--- config.mk ---
export PLATFORM = sky130hd
export DESIGN_NAME = demux1_4_burst
export DESIGN_NICKNAME = d
export VERILOG_FILES = /design/src/rtl/demux1_4_burst.sv
export SDC_FILE = /design/constraint.sdc
export NUM_CORES = 1
export LEC_CHECK = 0
export CAP_MARGIN = 25
export CORE_MARGIN = 5
export CORE_UTILIZATION = 30
export CTS_CLUSTER_DIAMETER = 60
export DETAILED_ROUTE_END_ITERATION = 6
export PLACE_DENSITY = 0.61
export SLEW_MARGIN = 15
export SYNTH_ARGS = -nofsm -noshare
export SYNTH_HDL_FRONTEND = slang
export SYNTH_SLANG_ARGS = --single-unit
--- constraint.sdc ---
create_clock -name clk -period 2.7 [get_ports clk]
set_input_delay 0.54 -clock clk [delete_from_list [all_inputs] [get_ports clk]]
set_output_delay 0.54 -clock clk [all_outputs]
set_load 0.01 [all_outputs]
--- src/rtl/demux1_4_burst.sv ---
// Registered 1-to-4 demultiplexer with valid/ready handshake and burst locking.
// Optional per-channel accept counters are built when DEMUX_CNT_EN is defined.
module demux1_4_burst #(
    parameter int W = 8
) (
    input  logic         clk,
    input  logic         rst_n,
    input  logic [W-1:0] x,
    input  logic [1:0]   s,
    input  logic         x_valid,
    input  logic         x_last,
    output logic         x_ready,
    output logic [W-1:0] f0,
    output logic [W-1:0] f1,
    output logic [W-1:0] f2,
    output logic [W-1:0] f3,
    output logic [3:0]   f_valid,
    input  logic [3:0]   f_ready,
    output logic [7:0]   cnt0,
    output logic [7:0]   cnt1,
    output logic [7:0]   cnt2,
    output logic [7:0]   cnt3
);

    // Handshake: a word moves on any rising edge where x_valid and x_ready are
    // both high; a channel word moves when f_valid[i] and f_ready[i] are high.

    typedef enum logic {
        IDLE = 1'b0,
        LOCK = 1'b1
    } state_t;

    state_t       r_state;
    logic [1:0]   r_ch;
    logic [W-1:0] r_f [4];
    logic [3:0]   r_fv;

    logic [1:0]   w_t;
    logic         w_accept;

    // During a burst the latched channel wins over the live select.
    assign w_t      = (r_state == IDLE) ? s : r_ch;
    assign x_ready  = rst_n & (~r_fv[w_t] | f_ready[w_t]);
    assign w_accept = x_valid & x_ready;

    always_ff @(posedge clk or negedge rst_n) begin
        if (!rst_n) begin
            r_state <= IDLE;
            r_ch    <= 2'd0;
        end else if (w_accept) begin
            if (r_state == IDLE && !x_last) begin
                r_state <= LOCK;
                r_ch    <= s;
            end else if (r_state == LOCK && x_last) begin
                r_state <= IDLE;
            end
        end
    end

    // A load on the same edge as a drain keeps valid high: no bubble.
    always_ff @(posedge clk or negedge rst_n) begin
        if (!rst_n) begin
            r_fv <= 4'b0000;
            for (int i = 0; i < 4; i++) begin
                r_f[i] <= '0;
            end
        end else begin
            for (int i = 0; i < 4; i++) begin
                if (w_accept && (w_t == 2'(i))) begin
                    r_f[i]  <= x;
                    r_fv[i] <= 1'b1;
                end else if (r_fv[i] && f_ready[i]) begin
                    r_fv[i] <= 1'b0;
                end
            end
        end
    end

    assign f0      = r_f[0];
    assign f1      = r_f[1];
    assign f2      = r_f[2];
    assign f3      = r_f[3];
    assign f_valid = r_fv;

`ifdef DEMUX_CNT_EN
    logic [7:0] r_cnt [4];

    // Counters wrap naturally from 255 to 0.
    always_ff @(posedge clk or negedge rst_n) begin
        if (!rst_n) begin
            for (int i = 0; i < 4; i++) begin
                r_cnt[i] <= 8'h00;
            end
        end else begin
            for (int i = 0; i < 4; i++) begin
                if (w_accept && (w_t == 2'(i))) begin
                    r_cnt[i] <= r_cnt[i] + 8'd1;
                end
            end
        end
    end

    assign cnt0 = r_cnt[0];
    assign cnt1 = r_cnt[1];
    assign cnt2 = r_cnt[2];
    assign cnt3 = r_cnt[3];
`else
    assign cnt0 = 8'h00;
    assign cnt1 = 8'h00;
    assign cnt2 = 8'h00;
    assign cnt3 = 8'h00;
`endif

endmodule
==> results.cfg, run 1 <==
[drt]
dr.pass1.iters = 3
drc = 0
vias = 1231
first_iter_violations = 31
ant_nets = 0
via_per_inst = 4.27
wl_per_cell_um = 13.8
totalWireLength_um = 3980

[floorplanning]
start_util = 0.304
fp.coreArea_um2 = 6240
dieArea_um2 = 8010
fp.dieH_um = 89.5
die_x_um = 89.5
ios = 87
row_count = 29

[finish]
drive_above_1_share = 0.265
final_area_um2 = 2560
final_common_cell = clkdlybuf4s50_1
final_cell_mix = clkdlybuf4s50_1 (52), dfrtp_1 (39), conb_1 (32), mux2_2 (31), buf_4 (8)
nFillCells = 627
nNetsFinal = 229
n_antenna_cell = 0
fin_util = 0.410
syn2layout_area_growth_pct = 34.8

[sta]
fin_ws_ns = 0.159
period_needed_ns = 2.54
fin_worst_skew_ns = 0.00733
drv_slew = 0
max_clock_freq_mhz = 394
hold_viol_final = 0
timing.hold.ws_ns = 0.0871
setup_viol = 0
finalCritPeriodShare = 0.941
rsz0062_at_grt = no

[critical_path]
cp.arrival_ns = 2.00
critPathLaunchType = input pin
critPathKind = input pin to output port
cp_max_fo = 4
r2r_setup_slack_ns = 0.73
cp_slowest_cell = clkdlybuf4s50_1
path_cells = clkdlybuf4s50_1 > mux2i_4 > mux2i_1 > nor2_1 > o21a_1 > dlygate4sd2_1
r2r-end = f0[3]
slowest_delay_ns = 0.46
rr_startpoint = r_state
cp-end-kind = output port
critPathRequiredTime_ns = 2.16
r2r_cells = 5

[synthesis]
ys_warn_count = 0
synth_area_um2 = 1900
synth_edf_count = 0
synthCells = 146
syn_avg_cell_area_um2 = 13.0
synth_ff_type = dfrtp_1
ys_seq_area_frac = 0.515
async_flop_share = 1.00
synth-seq-cells = 39
synth.distinct_cells = 27

[cts]
cts.htree.levels = 2
cts_buffers = 5
cts_tree = built
clkSinkCount = 39
post-cts-setup-buffers = 0
cts_max_path_buffers = 2
clk_pin_slew_ns = 0.07
root_buffer = clkbuf_8
worstSkewPairLatency_ns = 0.29

[flow_run]
drv_cap = 0

[pwr]
peakVddDrop_v = 0.000442
p_leak_nw = 1.14
p_per_area_nw_per_um2 = 1060
power.total_w = 0.00270

[grt]
grt_pass1_wl_um = 6020
gr-total-overflow = 0
grt_usage = 0.103
first_global_vias = 1142
grt_start_max_net_pins = 23
antenna_found_initial = 0

[placement]
io_buffers = 54
hpwl_um = 3010
detailedPlace.worstSlack_ns = -0.0994
placed_cell_area_um2 = 2440
place_congestion = 0.763

[status]
status = completed

[hold_path]
min_path_type = input pin to async pin
-- flip-flops by register name, summed over array words and instances (netlist names) --
signal	cells
f0	8
f1	8
f2	8
f3	8
f_valid	4
r_ch	2
r_state	1
-- layout make-up --
class	count	area [µm²]	area share
flip-flops and latches	39	976	0.382
multi-input cells	98	762	0.298
repair buffers	62	594	0.233
well taps	77	96.3	0.0377
clock buffers	5	68.8	0.0269
clock inverters	3	43.8	0.0171
inverters	4	15.0	0.00587
-- metal layers --
layer	part of all wire	global-route usage	vias to the layer above	wire length, µm
li1	-	-	565	-
met1	0.42	0.134	617	1660
met2	0.50	0.156	45	1990
met3	0.073	0.0323	4	292
met4	0.0096	0.0447	0	38
met5	0	0	-	0
-- Yosys cell counts (2+ instances only) --
cell / number / area, µm²
nand2b_1: 4 / 25.0
inv_1: 3 / 11.3
buf_2: 2 / 10.0
buf_4: 33 / 248
and3_2: 2 / 15.0
nor2_1: 3 / 11.3
o21ai_0: 2 / 10.0
mux2i_1: 5 / 50.1
o31ai_1: 2 / 15.0
dfrtp_1: 39 / 976
mux2_2: 31 / 349
mux2_1: 2 / 22.5
and3_1: 3 / 18.8
mux2i_2: 2 / 27.5
-- per-stage QoR --
| stage | std cells | TNS [ns] |
|---|---|---|
| final | 288 | 0 |
| after global routing | 288 | 0 |
| after CTS | 288 | 0 |
| after detailed placement | 280 | -0.0994 |
| after global placement | 280 | -0.0953 |
| after floorplan | 177 | 0 |
-- logic make-up (layout without fill, tap and decap cells) --
family	after synthesis	after routing	synth area share
AND/OR/NAND/NOR	17	17	0.0534
AO/OA/AOI/OAI	7	7	0.0290
buffers and inverters	40	74	0.150
multiplexers	41	41	0.245
other	1	32	0.00198
flip-flops	39	39	0.515
adder cells (fa/ha/maj)	1	1	0.00660
-- worst max-delay path by stage --
stage,cells after the start,end,slack [ns],start
6_report,6,x_ready,0.16,s[0]
5_1_grt,6,x_ready,0.05,s[0]
4_1_cts,6,x_ready,0.15,s[0]
3_5_place_dp,6,x_ready,-0.1,s[0]
3_3_place_gp,6,x_ready,-0.1,s[0]
2_1_floorplan,4,x_ready,0.77,s[0]
-- report_power, final --
part | leakage, nW | internal, W | switching, W | total [W]
Combinational | 0.612 | 0.000757 | 0.000454 | 0.00121
Clock | 0.0581 | 0.000275 | 0.000204 | 0.000479
Sequential | 0.475 | 0.000860 | 0.000149 | 0.00101
-- what timing repair did --
item,in CTS,in global routing
resized for setup,2,0
hold buffers,0,0
endpoints found under the setup margin,1,0
-- critical path, delay by kind of cell --
| kind | cells | cell delay (ns) |
|---|---|---|
| buffers and inverters | 2 | 0.74 |
| muxes | 2 | 0.48 |
| AOI/OAI and AO/OA | 1 | 0.18 |
| and+or+nand+nor | 1 | 0.07 |
Note: power is estimated with default switching activity, not from simulation.
==> run 2: changes to the inputs <==
--- a/config.mk
+++ b/config.mk
@@ -7,10 +7,11 @@
 export LEC_CHECK = 0
 export CAP_MARGIN = 25
 export CORE_MARGIN = 5
-export CORE_UTILIZATION = 30
+export CORE_UTILIZATION = 40
 export CTS_CLUSTER_DIAMETER = 60
 export DETAILED_ROUTE_END_ITERATION = 6
-export PLACE_DENSITY = 0.61
+export GPL_TIMING_DRIVEN = 0
+export PLACE_DENSITY = 0.78
 export SLEW_MARGIN = 15
 export SYNTH_ARGS = -nofsm -noshare
 export SYNTH_HDL_FRONTEND = slang
==> run 2 against run 1 <==
  * Utilization rose by 18 points
  * Clock power fell by 21%
  * Sequential cell count did not move
  * Clock-buffer cell count rose by 1
  * Maximum frequency fell by 1.0%
  * Sequential power barely moved
  * Sequential share of layout area fell by 2.8 points
  * Register-to-register slack barely moved
  * Total power fell by 2.0%
  * First-iteration DRC count fell by 6.5%
  * Die area fell by 22%
  * Non-clock buffer count rose by 31
==> results.cfg, run 2 (synthesis gave the netlist of run 1 again) <==
[status]
status = completed

[sta]
setup_viol = 0
fin_worst_skew_ns = 0.00779
period_needed_ns = 2.57
tns_ns = 0
max_clock_freq_mhz = 389
finalCritPeriodShare = 0.951
rsz0062_at_grt = no
hold_viol_final = 0
drv_slew = 0

[cts]
cts_max_path_buffers = 2
clk_pin_slew_ns = 0.07
worstSkewPairLatency_ns = 0.28
cts_tree = built
clkSinkCount = 39
postCtsHoldBufs = 0
root_buffer = clkbuf_8
cts.htree.levels = 2
cts_buffers = 5

[placement]
io_buffers = 54
hpwl_um = 3070
placed_cell_area_um2 = 2640
place_congestion = 0.733

[finish]
register_area_um2 = 976
final_cell_mix = clkdlybuf4s50_1 (52), dfrtp_1 (39), buf_4 (35), conb_1 (32), mux2_2 (31)
final_common_cell = clkdlybuf4s50_1
fin_util = 0.592
nFillCells = 405
drive_above_1_share = 0.355
n_antenna_cell = 0
nNetsFinal = 260
syn2layout_area_growth_pct = 45.5
final_area_um2 = 2760
multi_input_area_um2 = 771

[pwr]
peakVddDrop_v = 0.000433
p_seq_frac = 0.383
switching_share = 0.308
p_comb_frac = 0.474
p_sw_w = 0.000814
power.internal_w = 0.00183
p_clk_frac = 0.142
p_per_area_nw_per_um2 = 958
p_leak_nw = 1.31

[floorplanning]
fp.dieH_um = 78.9
dieArea_um2 = 6220
start_util = 0.407
fp.coreArea_um2 = 4660
row_count = 25
ios = 87
die_x_um = 78.9

[critical_path]
critPathLaunchType = input pin
critPathKind = input pin to output port
cp.arrival_ns = 2.03
critPathRequiredTime_ns = 2.16
cp-end-kind = output port
cp_max_fo = 4

[drt]
first_iter_violations = 29
drt-met1-wl_um = 1710
met2_length_um = 2030
totalWireLength_um = 4070
via_per_inst = 4.31
routed-wl-met3_um = 284
ant_nets = 0
drc = 0
vias = 1275
dr.max_layer_used = met4
wl_per_cell_um = 13.8
dr.pass1.iters = 6

[grt]
grt_usage = 0.140
gr-total-overflow = 0
grt_start_max_net_pins = 24
first_global_vias = 1345
grt_pass1_wl_um = 6760
antenna_found_initial = 0

[flow_run]
drv_cap = 0

[hold_path]
min_path_type = input pin to async pin
[run 2: changes by cell type in the layout (fill, tap and decap cells not counted), sizes merged]
cell,previous run,this run
buf,9,40
bufinv,1,0
clkbuf,5,6
clkinv,2,1
clkinvlp,0,1
[run 2: path summary, 6_finish.rpt]
check	from	slack, ns	cells after the start	endpoint
min reg2reg	f2[3]	0.51	1	f2[3]
min in group clk	f2[3]	0.51	1	f2[3]
max reg2reg	r_state	0.73	6	f2[2]
max	s[0]	0.13	6	x_ready
max in group asynchronous	rst_n	2.02	2	f3[3]
min	rst_n	0.21	1	r_state
[run 2: critical path: stages]
cell	delay [ns]
clkdlybuf4s50_1	0.46
mux2i_4	0.24
mux2i_1	0.26
nor2_1	0.07
o21a_1	0.18
dlygate4sd2_1	0.27
[run 2: power groups by stage]
stage | Combinational [W] | Clock (W) | Sequential (W)
6_report | 0.00125 | 0.000377 | 0.00101
5_1_grt | 0.00136 | 0.000416 | 0.00106
4_1_cts | 0.00127 | 0.000393 | 0.00102
3_5_place_dp | 0.00124 | 0 | 0.00102
3_3_place_gp | 0.00122 | 0 | 0.00101
2_1_floorplan | 0.000460 | 0 | 0.00113
[run 2: metal layers]
metal	track usage	up-vias
li1	-	623
met1	0.175	607
met2	0.233	41
met3	0.0431	4
met4	0.0412	0
met5	0	-
[run 2: timing repair]
action                                  in CTS  in global routing
setup buffers                                2                  0
resized for setup                            3                  0
endpoints found under the hold margin        0                  0
endpoints found under the setup margin       1                  0
[run 2: stage by stage]
stage / instances / total power [W] / hold slack [ns] / setup WS (ns)
2_1_floorplan: 177 / 0.00159 / 0.244 / 0.770
3_3_place_gp: 285 / 0.00222 / 0.488 / -1.21
3_5_place_dp: 286 / 0.00226 / 0.494 / -0.214
4_1_cts: 296 / 0.00269 / 0.216 / 0.155
5_1_grt: 296 / 0.00283 / 0.243 / 0.0324
6_report: 296 / 0.00264 / 0.214 / 0.132
[run 2: final cells by class]
cell class                 instances  area share
buffer                            36      0.0975
clock buffer                       6      0.0263
clock inverter                     2     0.00453
inverter                           4     0.00544
multi-input combinational         98       0.279
sequential                        39       0.354
tap                               54      0.0245
timing repair buffer              57       0.209
==> run 3: changes to the inputs <==
--- a/config.mk
+++ b/config.mk
@@ -11,6 +11,7 @@
 export CTS_CLUSTER_DIAMETER = 60
 export DETAILED_ROUTE_END_ITERATION = 6
 export GPL_TIMING_DRIVEN = 0
+export HOLD_SLACK_MARGIN = 0.05
 export PLACE_DENSITY = 0.78
 export SLEW_MARGIN = 15
 export SYNTH_ARGS = -nofsm -noshare
==> results of run 3 <==
The final DEF is identical to that of run 2; final timing and power are the same.
